`config.mk`:
```
export PLATFORM = sky130hd
export DESIGN_NAME = nf_cf_compress
export DESIGN_NICKNAME = d
export VERILOG_FILES = /design/src/rtl/nf_pkg.sv /design/src/rtl/nf_xor6.sv /design/src/rtl/nf_cf_compress.sv
export SDC_FILE = /design/constraint.sdc
export NUM_CORES = 1
export LEC_CHECK = 0
export ABC_AREA = 0
export BUFFER_PORTS_ARGS = -buffer_cell sky130_fd_sc_hd__buf_2
export CORE_MARGIN = 2
export CORE_UTILIZATION = 25
export DETAILED_ROUTE_END_ITERATION = 7
export GPL_TIMING_DRIVEN = 0
export PLACE_DENSITY = 0.53
export REMOVE_ABC_BUFFERS = 1
export SYNTH_ARGS = -nofsm -noshare
export SYNTH_HDL_FRONTEND = slang
export SYNTH_SLANG_ARGS = --single-unit
```
`constraint.sdc`:
```
create_clock -name clk -period 1.55 [get_ports clk]
set_clock_uncertainty 0.2 [all_clocks]
set_input_delay 0.2325 -clock clk [delete_from_list [all_inputs] [get_ports clk]]
set_output_delay 0.2325 -clock clk [all_outputs]
set_load 0.005 [all_outputs]
```
`src/rtl/nf_pkg.sv`:
```
// Shared constants for the NullFresh S-box compression stage.
// nf_grp maps a coordinate-function instance to the output share it feeds.
package nf_pkg;

    localparam int unsigned NF_SHARES = 3;
    localparam int unsigned NF_NCF    = 18;
    localparam int unsigned NF_GROUP  = 6;

    function automatic int unsigned nf_grp(input int unsigned k);
        return (k / NF_GROUP) + 1;
    endfunction

endpackage

```
`src/rtl/nf_xor6.sv`:
```
// Six-input XOR for one bit of one compressed share.
module nf_xor6 (
    input  logic [5:0] d,
    output logic       y
);

    assign y = ^d;

endmodule

```
`src/rtl/nf_cf_compress.sv`:
```
// Glitch-barrier register plus XOR compression of 18 coordinate outputs
// into 3 shares per bit, as a 2-entry elastic valid/ready pipeline.
module nf_cf_compress
    import nf_pkg::*;
#(
    parameter int unsigned WIDTH = 4,
    parameter int unsigned NCF   = NF_NCF
) (
    input  logic                 clk,
    input  logic                 rst_n,
    input  logic                 in_valid,
    output logic                 in_ready,
    input  logic [NCF*WIDTH-1:0] cf_q,
    output logic                 out_valid,
    input  logic                 out_ready,
    output logic [WIDTH-1:0]     sh1,
    output logic [WIDTH-1:0]     sh2,
    output logic [WIDTH-1:0]     sh3,
    output logic                 busy
);

    logic v1;
    logic v2;
    logic s1_load;
    logic s2_load;

    // Kept as a real register so the compression XOR cannot be pulled across it.
    (* keep = "true" *) logic [NCF*WIDTH-1:0] r1;

    logic [NF_SHARES-1:0][WIDTH-1:0][NF_GROUP-1:0] xin;
    logic [NF_SHARES-1:0][WIDTH-1:0]               cmp;

    assign s2_load   = v1 && (!v2 || out_ready);
    assign in_ready  = !v1 || s2_load;
    assign s1_load   = in_valid && in_ready;
    assign out_valid = v2;
    assign busy      = v1 | v2;

    for (genvar k = 0; k < NCF; k++) begin : g_inst
        localparam int unsigned G = nf_grp(k) - 1;
        localparam int unsigned J = k % NF_GROUP;
        for (genvar i = 0; i < WIDTH; i++) begin : g_bit
            assign xin[G][i][J] = r1[k*WIDTH+i];
        end
    end

    for (genvar s = 0; s < NF_SHARES; s++) begin : g_share
        for (genvar i = 0; i < WIDTH; i++) begin : g_bit
            nf_xor6 u_xor (
                .d (xin[s][i]),
                .y (cmp[s][i])
            );
        end
    end

    always_ff @(posedge clk or negedge rst_n) begin
        if (!rst_n) begin
            v1 <= 1'b0;
            v2 <= 1'b0;
        end else begin
            if (s1_load)      v1 <= 1'b1;
            else if (s2_load) v1 <= 1'b0;

            if (s2_load)        v2 <= 1'b1;
            else if (out_ready) v2 <= 1'b0;
        end
    end

    // Data registers only move on a load so idle cycles cause no transitions.
    always_ff @(posedge clk or negedge rst_n) begin
        if (!rst_n) begin
            r1  <= '0;
            sh1 <= '0;
            sh2 <= '0;
            sh3 <= '0;
        end else begin
            if (s1_load) r1 <= cf_q;
            if (s2_load) begin
                sh1 <= cmp[0];
                sh2 <= cmp[1];
                sh3 <= cmp[2];
            end
        end
    end

endmodule

```
# --- Word-level counts from Yosys, hierarchy flattened ---
# Cells that the tools add are included.
totals:
  ff_bits: 86
  input_bits: 76
  output_inout_bits: 15
op_classes:
  n_mux: 4
  n_bitwise: 1
  reduce_logical: 20
ops:
  columns: ["operator", "n"]
  rows:
  - ["$reduce_xor 6->1", 12]
  - ["$mux 1", 4]
  - ["$reduce_bool 2->1", 2]
  - ["$logic_and 1x1->1", 2]
  - ["$logic_not 1->1", 2]
  - ["$logic_or 1x1->1", 2]
  - ["$or 1x1->1", 1]

# --- Logic depth before layout (Yosys ltp) ---
# Gate-level depths: netlist (run 1).
depth:
  word_depth: 6
  depth_mapped: 4

# --- Cells and area by module ---
# A second synthesis (run 1) with hierarchy kept.
hier_totals:
  hier_cells: 233
  hier_area_um2: 4254.1
by_module_without_submodules:
  columns: ["module", "n_inst", "cells_each", "area_each_um2", "seq_area_each_um2"]
  rows:
  - ["nf_cf_compress", 1, 185, 3578.4, 2152.1]
  - ["nf_xor6", 12, 4, 56.3, 0.0]

# --- Worst setup path after synthesis (run 1) ---
# No wires, ideal clock.
synth_path:
  path_kind: "register -> register"
  start: "register v2 (netlist: out_valid)"
  end: "register r1[62]"
  setup_time_ns: 0.125
  arrival_ns: 1.139
  required_time_ns: 1.225
  path_slack_ns: 0.087
  path_stages_with_launch: 5
  n_path_buf: 1
  synth_period_minus_slack_ns: 1.463
  path_cell_list: "dfrtp_1 > nand3b_4 > nand2_4 > buf_6 > mux2_2"
synth_between:
  elab_chain_len: 5
synth_rtl:
  columns: ["element", "line", "text"]
  rows:
  - ["start, declared", "nf_cf_compress.sv:23", "logic v2;"]
  - ["start signal, assigned", "nf_cf_compress.sv:59", "v2 <= 1'b0;"]
  - ["start signal, assigned", "nf_cf_compress.sv:64", "if (s2_load) v2 <= 1'b1;"]
  - ["start signal, assigned", "nf_cf_compress.sv:65", "else if (out_ready) v2 <= 1'b0;"]
  - ["$logic_not 1->1", "nf_cf_compress.sv:33", "assign s2_load = v1 && (!v2 || out_ready);"]
  - ["$logic_or 1x1->1", "nf_cf_compress.sv:33", null]
  - ["$logic_and 1x1->1", "nf_cf_compress.sv:33", null]
  - ["$logic_or 1x1->1", "nf_cf_compress.sv:34", "assign in_ready = !v1 || s2_load;"]
  - ["net in_ready", "nf_cf_compress.sv:12", "output logic in_ready,"]
  - ["$logic_and 1x1->1", "nf_cf_compress.sv:35", "assign s1_load = in_valid && in_ready;"]
  - ["end signal, assigned", "nf_cf_compress.sv:77", "if (s1_load) r1 <= cf_q;"]
  - ["end, declared", "nf_cf_compress.sv:28", "(* keep = \"true\" *) logic [NCF*WIDTH-1:0] r1;"]
# The timed path passes the listed nets, and every way through them passes these cells.
# A chain may end at the register's enable or synchronous reset.

# --- Worst setup path after layout (run 1) ---
layout_path:
  start: "register v2 (netlist: out_valid)"
  end: "output busy"
layout_between:
  elab_chain_len: 1
layout_rtl:
  columns: ["element", "line", "text"]
  rows:
  - ["$or 1x1->1", "nf_cf_compress.sv:37", "assign busy = v1 | v2;"]
  - ["end, declared", "nf_cf_compress.sv:19", "output logic busy"]
# No other way between the ends.

==> impl_results.md, run 1 <==
* Status: finished with violations
* Violations in the final reports: negative setup slack
* Sequential area share after synthesis at 0.5490
* DRC errors left at 0
* Area leader, netlist: dfrtp_1
* Synth top area share at 0.5490
* Layout cells sized above 1 at 0.5429
* # diodes at 0
* # rows at 45
* Vias at 2520
* Syn Inst Count at 233
* CP Launch Type: flop
* Antenna violations before repair at 0
* DIE AREA at 16700 um2
* Finished Layout Cells at 631
* First-pass GRT wire length at 14.07 mm
* Critical Path End Type: output pin
* Unrepaired setup endpoints after global routing: true
* Worst Hold Class: in2async
* Global route overflow at 0
* Number of distinct library cells after synthesis at 13
* Core area at 15260 um2
* Clock buffer depth at 2
* Critical Path Fanout Max at 4
* Dpl cells at 527
* CP arrival at 1150 ps
* CP required at 1120 ps
* WL per Instance at 14.88 um
* Leading cell types in the layout, fill and taps excluded: 88 x buf_2, 85 x dfrtp_1, 73 x dlygate4sd3_1
* Num CTS Buffers at 9
* TritonCTS clock tree: built
* I/O Pins at 91
* #FFs+latches synth at 86
* GRT Util Overall at 0.1162
* Worst-margin pin slew at 854.1 ps
* Tmin final at 1585 ps
* Starting Density at 0.2569
* Root Driver: clkbuf_16
* Max Slew Vio Count at 0
* R2R Setup Slk at -30 ps
* Detail Route Antenna Nets at 0
* Clk slew on worst S/H paths at 60 ps
* Vias in the first global route at 2754
* Yosys Warn Count at 0
* Top cells by area in the synthesized netlist: dfrtp_1 55%, mux2_2 22%, xnor3_1 6.9%, xnor2_1 5.4%, xnor2_2 5.0%
* Post-Syn Area at 3920 um2
* Critical path class: reg2out
* Layout area overhead at 52.92%
* Final Hold Fails at 0
* Pin count of the biggest net entering global routing at 45
* Max VDD drop at 0.4640 mV
* Leakage Power at 2.745 nW
* # port buffers at 90
* Relative slew slack at 0.4306
* Most common cell after layout, fill and taps aside: buf_2
* Die W at 129.2 um
* Pre-CTS WS at -490.6 ps
* Post-DP HPWL at 4.802 mm
* Nets@finish at 491
* Initial DRT Pass Iterations at 4
* H-tree depth at 3
* Die height at 129.2 um
* Synthesized area per cell at 16.82 um2
* Wire length reported by the detailed router at 9.391 mm
* Global placer's final weighted congestion at 0.6919
* Later-pin clock latency in the skew report at 340 ps
* Pwr per Cell Area at 1195 nW/um2
* Final setup vio count at 61
* Max-cap viol count at 0
* Worst Setup Slack, final at -34.60 ps
* Initial DRC Count at 38
* Fmax at 631.1 MHz
* Clock sinks at 86
* Vias per cell at 3.994
* Final period utilization at 1.022
[worst max-delay path, cell delays in order, from the launching register on]
cell and delay (ps):
dfrtp_1 430, or2_4 270, buf_6 110
[cell families after synthesis]
family	after synthesis	synth area share
AND/OR/NAND/NOR	7	0.01532
XOR/XNOR	48	0.1724
multiplexers	84	0.2413
buffers and inverters	8	0.02203
flip-flops	86	0.5490
[layer usage]
metal  share of wire  vias up  GRT usage
met2            0.51       54     0.1988
met1            0.44     1266     0.1378
met4           0.019        0    0.05371
li1                -     1188          -
met3           0.031       12    0.02849
met5               0        -          0
[worst paths after layout]
path                            cells after the start        end  startpoint
max in group asynchronous                           3     r1[66]       rst_n
worst max-delay path                                2       busy   out_valid
worst max register to register                      4     r1[58]          v1
min in group clk                                    4  out_valid   out_ready
worst min register to register                      1     sh1[2]      sh1[2]
worst min-delay path                                2     r1[45]       rst_n
[area by class of cell]
type | count | area, um2
clock buffers | 11 | 242.7
clock inverters | 5 | 35.03
fillers | 1448 | 9264
multi-input cells | 148 | 2002
flip-flops and latches | 86 | 2153
well taps | 211 | 264.0
repair buffers | 170 | 1297
[where the power goes]
group          total (W)  leakage (nW)  switching [W]  internal [W]
sequential       0.00301          1.00       0.000314       0.00269
combinational    0.00215          1.62       0.000661       0.00149
clock            0.00200         0.124       0.000877       0.00113
total            0.00716          2.74        0.00185       0.00531
[sequential cells by signal, summed over array words and instances (netlist names)]
register	cells
r1	72
v1	1
sh3	4
out_valid	1
sh1	4
sh2	4
[through the flow]
step / setup TNS [ps] / cell area [um2] / total power [W] / utilization / hold slack [ps]
2_1_floorplan: -15810 / 3834 / 0.004286 / - / -263.1
3_3_place_gp: -98780 / 4548 / 0.004762 / 0.2981 / 244.5
3_5_place_dp: -38330 / 4578 / 0.004833 / 0.3000 / 78.22
4_1_cts: -3580 / 5779 / 0.007156 / 0.3788 / 229.4
5_1_grt: -4755 / 5995 / 0.007595 / 0.3929 / 245.1
6_report: -788.5 / 5995 / 0.007161 / 0.3929 / 230.9
[synthesized netlist by cell type (all sizes together)]
cell type,number
nand2,2
xnor3,12
nand2b,3
dfrtp,86
xnor2,36
nand3b,1
or2,1
mux2,84
buf,8
[repair_timing]
| action | in CTS | in global routing |
|---|---|---|
| setup buffers | 1 | 3 |
| resized for setup | 10 | 34 |
| pin swaps | 3 | 17 |
| cloned | 8 | 2 |
| hold buffers | 74 | 0 |
| hold endpoints to repair | 115 | 0 |
| setup endpoints to repair | 85 | 85 |
(Power assumes the default switching activity.)
==> inputs of run 2 (changes only) <==
Clock period 1.55 ns to 1.44 ns, I/O delays scaled along.
==> run 2 against run 1 <==
  * The run still ends with negative setup slack left
  * Routed wire length fell by 0.70%
  * Critical path depth is 2 higher
  * Highest routed layer unchanged
  * Global-route usage down 0.59 points
  * Flip-flop and latch count did not move
==> impl_results.md, run 2 (same netlist as run 1, synthesis figures left out) <==
* I/O Pins at 91
* Die height at 129.2 um
* Nets@finish at 488
* Clock sinks at 86
* Comb power frac at 0.306
* Leading cell types in the layout, fill and taps excluded: 88 x buf_2, 85 x dfrtp_1, 73 x dlygate4sd3_1
* Num CTS Buffers at 9
* GRT Util Overall at 0.1103
* Pwr Total at 0.007780 W
* CP peak stage delay at 420 ps
* DIE AREA at 16700 um2
* Critical path class: reg2reg
* # port buffers at 90
* Final Hold Fails at 0
* Relative slew slack at 0.4903
* Sw Pwr at 0.002003 W
* Global placer's final weighted congestion at 0.6919
* CP max-delay cell: dfrtp_1
* Sw frac at 0.2575
* Max VDD drop at 0.4964 mV
* CP top delay family: flip-flops
* # diodes at 0
* Initial DRT Pass Iterations at 2
* Layout cells sized above 1 at 0.5444
* Unrepaired setup endpoints after global routing: true
* Core area at 15260 um2
* Pin count of the biggest net entering global routing at 45
* Post-DP HPWL at 4.802 mm
* Root Driver: clkbuf_16
* WL per Instance at 14.85 um
* Worst Hold Class: in2reg
* Violations in the final reports: negative setup slack
* Antenna violations before repair at 0
* H-tree depth at 3
* Die W at 129.2 um
* Filler cells at 1441
* First-pass GRT wire length at 13.55 mm
* Starting Density at 0.2569
* Largest register FFs at 72
* Worst Setup Slack, final at -128.2 ps
* Layout area overhead at 54.32%
* CP arrival at 1600 ps
* Final setup vio count at 86
* Later-pin clock latency in the skew report at 340 ps
* CP required at 1470 ps
* Max Slew Vio Count at 0
* Seq pwr share at 0.418
* Worst-margin pin slew at 764.5 ps
* Most common cell after layout, fill and taps aside: buf_2
* Status: finished with violations
* Clk slew on worst S/H paths at 60 ps
* Clock buffer depth at 2
* Detail Route Antenna Nets at 0
* Leakage Power at 2.827 nW
* Global route overflow at 0
* Final Util at 0.3965
* Fmax at 637.7 MHz
* DRC errors left at 0
* # rows at 45
* Max-cap viol count at 0
* Tmin final at 1568 ps
* Crit path buffers/inverters at 1
* WHS at 38.31 ps
* Initial DRC Count at 42
* Largest Register: r1
* Pwr per Cell Area at 1286 nW/um2
* Critical Path Fanout Max at 9
* Fin area at 6050 um2
* Vias in the first global route at 2720
* Clock share of power at 0.276
* Wire length reported by the detailed router at 9.325 mm
* Vias per cell at 4.006
* Placed Area at 4578 um2
* Critical-path cell list: nand3b_4 > clkbuf_16 > nand2_8 > mux2_2
* Vias at 2516
* TritonCTS clock tree: built
* Final period utilization at 1.089
* Critical Path End Type: flop
* Int Power at 0.005777 W
* CP Launch Type: flop
[run 2: power by group through the flow]
stage	Clock, W	Combinational [W]	Sequential, W
after floorplan	0	0.00139	0.00323
after global placement	0	0.00189	0.00324
after detailed placement	0	0.00194	0.00327
after CTS	0.00226	0.00218	0.00323
after global routing	0.00236	0.00258	0.00331
final	0.00215	0.00238	0.00325
[run 2: per-layer routing]
| metal | track usage | wire length (um) |
|---|---|---|
| met1 | 0.1290 | 4216 |
| met2 | 0.1885 | 4627 |
| met3 | 0.02849 | 306 |
| met4 | 0.05371 | 174 |
| met5 | 0 | 0 |
[run 2: through the flow]
step	instances	setup WS, ps	TNS, ps
floorplan	225	-331.9	-24160
global placement	526	-838.1	-116060
detailed placement	527	-600.6	-47560
CTS	621	-151.7	-10740
global route	628	-186.8	-14090
finish	628	-128.2	-9143
[run 2: worst reg2reg max path: stages, from the launching register on]
cell and delay (ps):
dfrtp_1 420, nand3b_4 140, clkbuf_16 200, nand2_8 140, mux2_2 350
[run 2: layout make-up]
cell class	count	area, um2	area share
clock buffers	11	242.7	0.04012
multi-input cells	146	2069	0.3421
repair buffers	169	1285	0.2124
well taps	211	264.0	0.04364
flip-flops and latches	86	2153	0.3559
clock inverters	5	35.03	0.005791
[run 2: path summary, 6_finish.rpt]
kind	from	slack [ps]	endpoint	cells past startpoint
max	out_valid	-130	r1[65]	4
min	out_ready	40	out_valid	3
max reg2reg	out_valid	-130	r1[65]	4
min reg2reg	sh1[2]	300	sh1[2]	1
max in group asynchronous	rst_n	200	sh2[0]	3
min in group asynchronous	rst_n	220	r1[45]	2
[run 2: timing repair]
action                                 4_1_cts  5_1_grt
setup endpoints to repair                   86       86
buffers inserted                             1        3
pin swaps                                   17       21
hold buffers                                73        0
resized for setup                           11       55
endpoints found under the hold margin      114        0
gates cloned                                 4        4
